File: src/rtl/clock_counter.sv
// 24-hour time-of-day counter advanced by a 1 Hz clock.
// Seconds, minutes and hours ripple their carries within a single edge.
module clock_counter (
  input  logic       clk_1Hz,
  input  logic       reset,
  output logic [5:0] seconds,
  output logic [5:0] minutes,
  output logic [4:0] hours
);

  logic [5:0] r_seconds;
  logic [5:0] r_minutes;
  logic [4:0] r_hours;

  logic w_secWrap;
  logic w_minWrap;
  logic w_hourWrap;

  // Wrap tests use >= so an unreset power-up value still lands back in range.
  assign w_secWrap  = (r_seconds >= 6'd59);
  assign w_minWrap  = (r_minutes >= 6'd59);
  assign w_hourWrap = (r_hours   >= 5'd23);

  always_ff @(posedge clk_1Hz) begin
    if (reset) begin
      r_seconds <= 6'd0;
      r_minutes <= 6'd0;
      r_hours   <= 5'd0;
    end else begin
      r_seconds <= w_secWrap ? 6'd0 : r_seconds + 6'd1;
      if (w_secWrap) begin
        r_minutes <= w_minWrap ? 6'd0 : r_minutes + 6'd1;
        if (w_minWrap) begin
          r_hours <= w_hourWrap ? 5'd0 : r_hours + 5'd1;
        end
      end
    end
  end

  assign seconds = r_seconds;
  assign minutes = r_minutes;
  assign hours   = r_hours;

endmodule

File: config.mk
export PLATFORM = sky130hd
export DESIGN_NAME = clock_counter
export DESIGN_NICKNAME = d
export VERILOG_FILES = /design/src/rtl/clock_counter.sv
export SDC_FILE = /design/constraint.sdc
export NUM_CORES = 1
export LEC_CHECK = 0
export ABC_AREA = 1
export CAP_MARGIN = 10
export CORE_MARGIN = 1.5
export CORE_UTILIZATION = 40
export CTS_CLUSTER_SIZE = 28
export DETAILED_ROUTE_END_ITERATION = 12
export PLACE_DENSITY = 0.65
export SETUP_SLACK_MARGIN = 0.3
export SLEW_MARGIN = 30
export SYNTH_ARGS = -nofsm -noshare
export SYNTH_HDL_FRONTEND = slang
export SYNTH_SLANG_ARGS = --single-unit
export TNS_END_PERCENT = 20
File: constraint.sdc
create_clock -name clk_1Hz -period 2.6 [get_ports clk_1Hz]
set_input_delay 0.52 -clock clk_1Hz [delete_from_list [all_inputs] [get_ports clk_1Hz]]
set_output_delay 0.52 -clock clk_1Hz [all_outputs]
set_load 0.1 [all_outputs]
After elaboration in Yosys (flattened, before gate mapping)
Cells that the tools add are included.

word-level totals
  flip-flop bits (word level) = 17
  latch bits = 0
  RAM bits = 0
  memory bits (read-only) = 0
  input bits = 2
  output and inout bits = 17
  word-level logic and storage cells = 13
  memories = 0

operators by class
  add/sub/neg operators = 3
  multipliers = 0
  div/mod/pow operators = 0
  $lt $le $gt $ge = 3
  equal/unequal tests = 0
  shifts and indexed selects = 0
  multiplexer cells = 2
  bitwise gates (word level) = 0
  reduce and logical (&&, ||, !) cells = 2

operators with widths
  cell                                                           number
  6-bit by 1-bit adder with 6-bit output, second input constant  2
  6-bit >= comparator, second input constant                     2
  6-bit 2-to-1 mux                                               1
  5-bit by 1-bit adder with 5-bit output, second input constant  1
  5-bit >= comparator, second input constant                     1
  5-bit 2-to-1 mux                                               1
  2-bit AND reduction                                            1
  2-bit OR reduction                                             1

Depth between registers and ports, before layout
Gate-level depths: netlist of the first run.

  word-level depth = 2
  depth in mapped cells = 9
  gate-level depth less buffers = 9

Least setup slack after synthesis of the first run
No wires, ideal clock.

  path type = register -> register
  start = register r_minutes[0] (netlist: minutes[0])
  end = register r_hours[3] (netlist: hours[3])
  setup time = 65 ps
  data arrival time = 1987 ps
  data required time = 2535 ps
  path slack = 547 ps
  stages on the path, launching flop included = 10
  buffers on the path = 0
  clock period less this slack = 2053 ps
  cells stage by stage = dfxtp_1 > ha_1 > inv_1 > nand2_2 > nand2_1 > nor2_1 > nand2_4 > nor2_2 > nor2_1 > nor2_2

between the ends
  longest elaborated chain between the ends = 2

ends and longest elaborated chain
  element                        RTL line  source
  from (decl)                    12        logic [5:0] r_minutes;
  from (signal assigned)         32        r_minutes <= w_minWrap ? 6'd0 : r_minutes + 6'd1;
  6-bit >= comparator            21        assign w_minWrap = (r_minutes >= 6'd59);
  2-bit AND reduction (no line)  n/a
  to (signal assigned)           34        r_hours <= w_hourWrap ? 5'd0 : r_hours + 5'd1;
  to (decl)                      13        logic [4:0] r_hours;

No other way between the ends.
A chain may end at the register's enable or synchronous reset.

Final worst setup path of the first run
  start = register r_hours[2] (netlist: hours[2])
  end = output hours[2]

RTL lines
  element    RTL line  source
  to (decl)  8         output logic [4:0] hours

No word-level cell between the ends.

==> summary.md, run 1 <==
| Metric | Value |
|---|---|
| First-pass GRT wire length | 2940 µm |
| Setup Buffers After CTS | 0 |
| Fmax | 622 MHz |
| Hold EP | seconds[0] |
| Mean routed wirelength per cell | 10.0 µm |
| Worst-Margin Slew | 0.280 ns |
| Max-Cap Viols | 0 |
| Final Skew | 0.00439 ns |
| Final hold viol count | 0 |
| H-tree levels | 1 |
| Max-slew violations | 0 |
| Pwr dens | 428 nW/µm² |
| Hold path start | seconds[0] |
| Port buffer count | 18 |
| Die extent in x | 49.8 µm |
| Layout cells sized above 1 | 26.5% |
| Total core area | 2020 µm² |
| Internal | 0.335 mW |
| Flops & latches, synth | 17 |
| IO Pins | 19 |
| Startpoint types | register |
| CP arrival | 1.09 ns |
| Cells after DPL | 159 |
| Leak | 0.524 nW |
| GR peak layer | met2 |
| CTS root buffer | clkbuf_4 |
| Reg2reg setup slack | 1.21 ns |
| Clock tree buffer depth | 2 |
| Vias per inst | 4.71 |
| Gate Count Post-Synth | 114 |
| Largest net degree at the start of global routing | 10 |
| CTS sink count | 17 |
| Minimum clock period | 1.61 ns |
| CP max stage cell | dfxtp_1 |
| Crit-path max FO | 7 |
| Clock insertion delay at the later pin of the skew report | 0.29 ns |
| Die H | 49.8 µm |
| Crit path capture type | output pin |
| Status | finished clean |
| WP data required | 2.08 ns |
| RR Endpoint | hours[3] |
| Synthesis Warnings | 0 |
| Peak supply drop | 0.000270 V |
| Sequential share of the synthesized area | 38.8% |
| Worst-path cell chain | buf_4 |
| Initial antenna violation count | 0 |
| CTS tree | yes |
| Final setup fails | 0 |
| DRT iter0 DRCs | 10 |
| Relative slew slack | 81.5% |
| Final period util | 61.8% |
| Layout area overhead | 22.5% |
| Clock-pin slew on the worst setup and hold paths | 0.09 ns |
| Hold Crit Depth | 1 |
| Final ANT Viol Nets | 0 |
| Syn_nets | 120 |
| Net Sw Frac | 27.2% |
| Antenna cells | 0 |
| FF-to-FF Start | seconds[0] |
| Switch Pwr | 0.125 mW |
| Yosys cell types | 20 |
| CTS resizes | 0 |
| Total chip power | 0.460 mW |
| Met3 Resource Use GR | 5.45% |
| DRC Markers | 0 |
| Final GP Congestion | 0.850 |
| CTS Hold Bufs | 0 |
| WS Path Type | reg2out |
| Die area | 2480 µm² |
| Total global-route track usage | 15.6% |
| Crit path buffers/inverters | 1 |
| Worst Hold Class | reg2reg |
| Avg Synthesized Cell Area | 7.69 µm² |
| Total Neg Setup Slack | 0 ns |
| Met2 GRT Util | 25.1% |
| Std cell rows | 16 |
| First-pass DRT Iterations | 4 |
| Non-Filler Instances | 163 |
| Number of fill cells | 210 |
| Area of the mapped netlist | 877 µm² |
| Vias in the first global route | 703 |
| Routed wire length | 1630 µm |
| TritonCTS Buffers | 3 |
| Crit path max-delay family | flip-flops |
| Logic pwr share | 11.2% |
| Seq pwr share | 58.4% |
| Initial Util | 43.4% |
| RSZ-0062 raised after global routing | false |
| Routed vias | 768 |
| Clock power share | 30.3% |
| Grt ovf | 0 |
| M1 GR Usage | 18.7% |
| Final nets | 143 |
| DP HPWL | 1250 µm |
| Critical Path Max Stage Delay | 0.46 ns |
| Reg2reg path depth | 9 |
## synthesized netlist by cell type
cell type / n / area share (%)
nand2_1: 20 / 8.6
dfxtp_1: 17 / 39
inv_1: 15 / 6.4
nand3_1: 14 / 8.0
nor2_1: 11 / 4.7
a21oi_1: 5 / 2.9
nor2_2: 5 / 3.6
xor2_1: 5 / 5.0
ha_1: 4 / 5.7
inv_2: 3 / 1.3
nand2_2: 3 / 2.1
o21ai_0: 3 / 1.7
nand2_4: 2 / 2.6
nand3_4: 1 / 2.0
nand4_1: 1 / 0.71
nor2_4: 1 / 1.3
nor2_8: 1 / 2.3
nor3b_1: 1 / 0.86
o21ai_1: 1 / 0.57
xnor2_1: 1 / 1.0
## worst max-delay path by stage
stage / from / endpoint / cells past startpoint
floorplan: minutes[0] / hours[3] / 9
global placement: reset / seconds[2] / 4
detailed placement: reset / seconds[2] / 4
CTS: hours[2] / hours[2] / 1
global route: hours[2] / hours[2] / 1
finish: hours[2] / hours[2] / 1
## cells by family after synthesis
family	share of synthesized area (%)
flip-flops	38.8
AND/OR/NAND/NOR	36.7
adder cells (fa/ha/maj)	5.71
buffers and inverters	7.70
XOR/XNOR	5.99
AO/OA/AOI/OAI	5.13
## layer usage
metal / share of wire, % / vias up
met3: 5.0 / 4
met1: 49 / 347
met4: 1.5 / 0
met5: 0 / -
li1: - / 400
met2: 45 / 17
## power groups by stage
stage                     combinational, mW  clock (mW)  sequential (mW)
final                                0.0518       0.140            0.269
after global routing                 0.0553       0.155            0.270
after CTS                            0.0524       0.148            0.269
after detailed placement             0.0523           0            0.275
after global placement               0.0520           0            0.275
after floorplan                      0.0132           0            0.302
## placed cells by master (no fill, tap or decap), drive strengths merged
cell	n
xnor2	1
xor2	5
nor2	18
nor3b	1
clkdlybuf4s50	1
o21ai	4
ha	4
inv	18
nand2	25
a21oi	5
buf	17
nand4	1
clkbuf	4
dfxtp	17
nand3	15
## sequential cells by signal (all words and copies together) (netlist names)
register and count:
seconds 6, minutes 6, hours 5
## metrics by stage
step	hold WS [ns]	area (µm²)	util [%]	setup slack [ns]
5_1_grt	0.531	1070	53.2	0.926
2_1_floorplan	0.589	877	-	0.547
6_report	0.493	1070	53.2	0.992
3_3_place_gp	0.469	1050	51.9	0.991
3_5_place_dp	0.477	1050	51.9	0.934
4_1_cts	0.501	1070	53.2	0.987
## layout make-up
type                       instances  area (µm²)  area share (%)
multi-input combinational         79         469            43.7
sequential                        17         340            31.7
timing repair buffer              18         138            12.8
inverter                          18        67.6            6.29
tap                               27        33.8            3.14
clock buffer                       4        26.3            2.44
Power figures use the tool's default switching activity.
==> run 2, diff against run 1 <==
--- a/config.mk
+++ b/config.mk
@@ -11,7 +11,7 @@
 export CORE_UTILIZATION = 40
 export CTS_CLUSTER_SIZE = 28
 export DETAILED_ROUTE_END_ITERATION = 12
-export PLACE_DENSITY = 0.65
+export PLACE_DENSITY = 0.68
 export SETUP_SLACK_MARGIN = 0.3
 export SLEW_MARGIN = 30
 export SYNTH_ARGS = -nofsm -noshare
==> constraint.sdc (replaced) <==
create_clock -name clk_1Hz -period 1.4 [get_ports clk_1Hz]
set_input_delay 0.28 -clock clk_1Hz [delete_from_list [all_inputs] [get_ports clk_1Hz]]
set_output_delay 0.28 -clock clk_1Hz [all_outputs]
set_load 0.1 [all_outputs]
==> run 2 against run 1 <==
  * Setup slack got worse by 0.91 ns
  * First-iteration DRC count rose by 40%
  * Global-route usage rose by 2.9 points
  * Sequential share of layout area fell by 6.1 points
  * Clock power rose by 99%
  * Combinational power rose to 2.8 times the previous value
  * Worst hold slack improved by 0.017 ns
  * Largest cell class unchanged
==> summary.md, run 2 (synthesized netlist as in run 1, its figures left out) <==
| Metric | Value |
|---|---|
| Startpoint types | register |
| Peak supply drop | 0.000446 V (+66%) |
| Worst Hold Class | reg2reg |
| Vias in the first global route | 810 (+15%) |
| DRT iter0 DRCs | 14 (+4) |
| Final setup fails | 0 (unchanged) |
| Final period util | 94.2% |
| Layout cells sized above 1 | 53.1% (+27 points) |
| CTS root buffer | clkbuf_4 |
| Final nets | 152 (+6.3%) |
| Std cell rows | 16 (unchanged) |
| Total global-route track usage | 18.5% (+2.9 points) |
| Crit-path max FO | 6 (-1) |
| Layout area overhead | 74.9% |
| Final ANT Viol Nets | 0 (unchanged) |
| Relative slew slack | 84.7% (+3.2 points) |
| DRC Markers | 0 (unchanged) |
| First-pass DRT Iterations | 4 (unchanged) |
| Final hold viol count | 0 (unchanged) |
| Pwr dens | 595 nW/µm² (+39%) |
| Clock tree buffer depth | 2 (unchanged) |
| Crit path capture type | register |
| Total core area | 2020 µm² (unchanged) |
| Final GP Congestion | 0.832 (-2.1%) |
| Initial antenna violation count | 0 (unchanged) |
| Routed wire length | 2190 µm (+34%) |
| CTS Hold Bufs | 0 (unchanged) |
| Number of fill cells | 121 (-42%) |
| Highest-count cells in the layout ignoring fill and taps | 18 x nand2_1, 18 x buf_12, 14 x inv_1 |
| Initial Util | 43.4% (unchanged) |
| Clock-pin slew on the worst setup and hold paths | 0.11 ns (+0.02 ns) |
| Die H | 49.8 µm (unchanged) |
| Vias per inst | 4.89 (+3.8%) |
| Mean routed wirelength per cell | 12.7 µm (+27%) |
| IO Pins | 19 (unchanged) |
| Leak | 0.632 nW (+21%) |
| Minimum clock period | 1.32 ns |
| Max-Cap Viols | 0 (unchanged) |
| Largest net degree at the start of global routing | 12 (+2) |
| RSZ-0062 raised after global routing | true |
| Total Neg Setup Slack | 0 ns (unchanged) |
| Grt ovf | 0 (unchanged) |
| WP data required | 1.60 ns (-0.48 ns) |
| Port buffer count | 18 (unchanged) |
| Die extent in x | 49.8 µm (unchanged) |
| CTS tree | yes |
| TritonCTS Buffers | 3 (unchanged) |
| Fmax | 758 MHz |
| Routed vias | 841 (+9.5%) |
| Die area | 2480 µm² (unchanged) |
| DP HPWL | 1370 µm (+9.5%) |
| Cells after DPL | 160 (+0.63%) |
| WS Path Type | reg2reg |
| First-pass GRT wire length | 3640 µm (+24%) |
| Status | finished clean |
| Worst-Margin Slew | 0.229 ns (-0.0506 ns) |
| CP arrival | 1.52 ns (+0.43 ns) |
| H-tree levels | 1 (unchanged) |
| CTS sink count | 17 (unchanged) |
| Final Skew | 0.00950 ns (+0.00511 ns) |
| Antenna cells | 0 (unchanged) |
| Max-slew violations | 0 (unchanged) |
| Clock insertion delay at the later pin of the skew report | 0.31 ns (+0.02 ns) |
| Non-Filler Instances | 172 (+5.5%) |
-- run 2: cell count changes in the layout (fill, tap and decap cells not counted), moves of 3 or more --
cell,before,now
dfxtp_4,0,12
buf_12,0,18
dfxtp_1,17,0
buf_4,17,8
ha_4,0,3
nor2_1,11,8
dfxtp_2,0,5
ha_1,4,1
nor2_4,1,4
-- run 2: repair_timing --
action                                  in CTS  in global routing
pin swaps                                    5                  2
resized for setup                            8                  6
buffers inserted                             7                  1
endpoints found under the setup margin      34                 34
-- run 2: power breakdown --
part / total, mW / leakage (nW) / switching, mW / internal [mW]
clock network: 0.279 / 0.0139 / 0.170 / 0.109
registers: 0.486 / 0.149 / 0.0140 / 0.472
logic: 0.147 / 0.469 / 0.0903 / 0.0572
total: 0.912 / 0.632 / 0.274 / 0.638
-- run 2: routing by layer --
layer	vias up	GRT usage [%]	part of all wire, %
met5	-	0	0
met4	0	5.56	3.2
met3	8	3.64	4.6
met2	26	30.0	48
met1	383	24.9	44
li1	424	-	-
-- run 2: layout make-up --
type / instances / area (µm²) / share of cell area [%]
clock buffers: 3 / 22.5 / 1.47
well taps: 27 / 33.8 / 2.20
inverters: 18 / 70.1 / 4.57
multi-input cells: 79 / 578 / 37.7
repair buffers: 27 / 430 / 28.1
clock inverters: 1 / 7.51 / 0.489
flip-flops and latches: 17 / 392 / 25.5
-- run 2: final timing paths --
path                            depth (start not counted)  slack [ns]          to  startpoint
worst max-delay path                                    8        0.08  minutes[3]  seconds[0]
worst min-delay path                                    2        0.51    hours[1]    hours[1]
worst max register to register                          8        0.08  minutes[3]  seconds[0]
worst min register to register                          2        0.51    hours[1]    hours[1]
-- run 2: critical path: stages (launching register included) --
cell	delay, ns
dfxtp_4	0.40
ha_4	0.15
inv_1	0.06
nand2_4	0.08
nand2_8	0.09
buf_12	0.14
nor2_4	0.10
xor2_1	0.15
nor2_1	0.05
-- run 2: stage by stage --
stage,hold slack [ns],total power [mW],cell area (µm²),utilization (%),worst slack [ns]
detailed placement,0.494,0.621,1370,67.8,0.0621
floorplan,0.339,0.574,978,-,0.00546
CTS,0.516,0.895,1500,74.0,0.0711
global placement,0.481,0.618,1370,67.8,0.0631
global route,0.535,0.954,1530,75.9,0.0361
finish,0.510,0.912,1530,75.9,0.0816
==> run 3, diff against run 2 <==
--- a/config.mk
+++ b/config.mk
@@ -13,7 +13,6 @@
 export DETAILED_ROUTE_END_ITERATION = 12
 export PLACE_DENSITY = 0.68
 export SETUP_SLACK_MARGIN = 0.3
-export SLEW_MARGIN = 30
 export SYNTH_ARGS = -nofsm -noshare
 export SYNTH_HDL_FRONTEND = slang
 export SYNTH_SLANG_ARGS = --single-unit
==> results of run 3 <==
No change in the layout: final DEF, timing and power equal those of run 2.
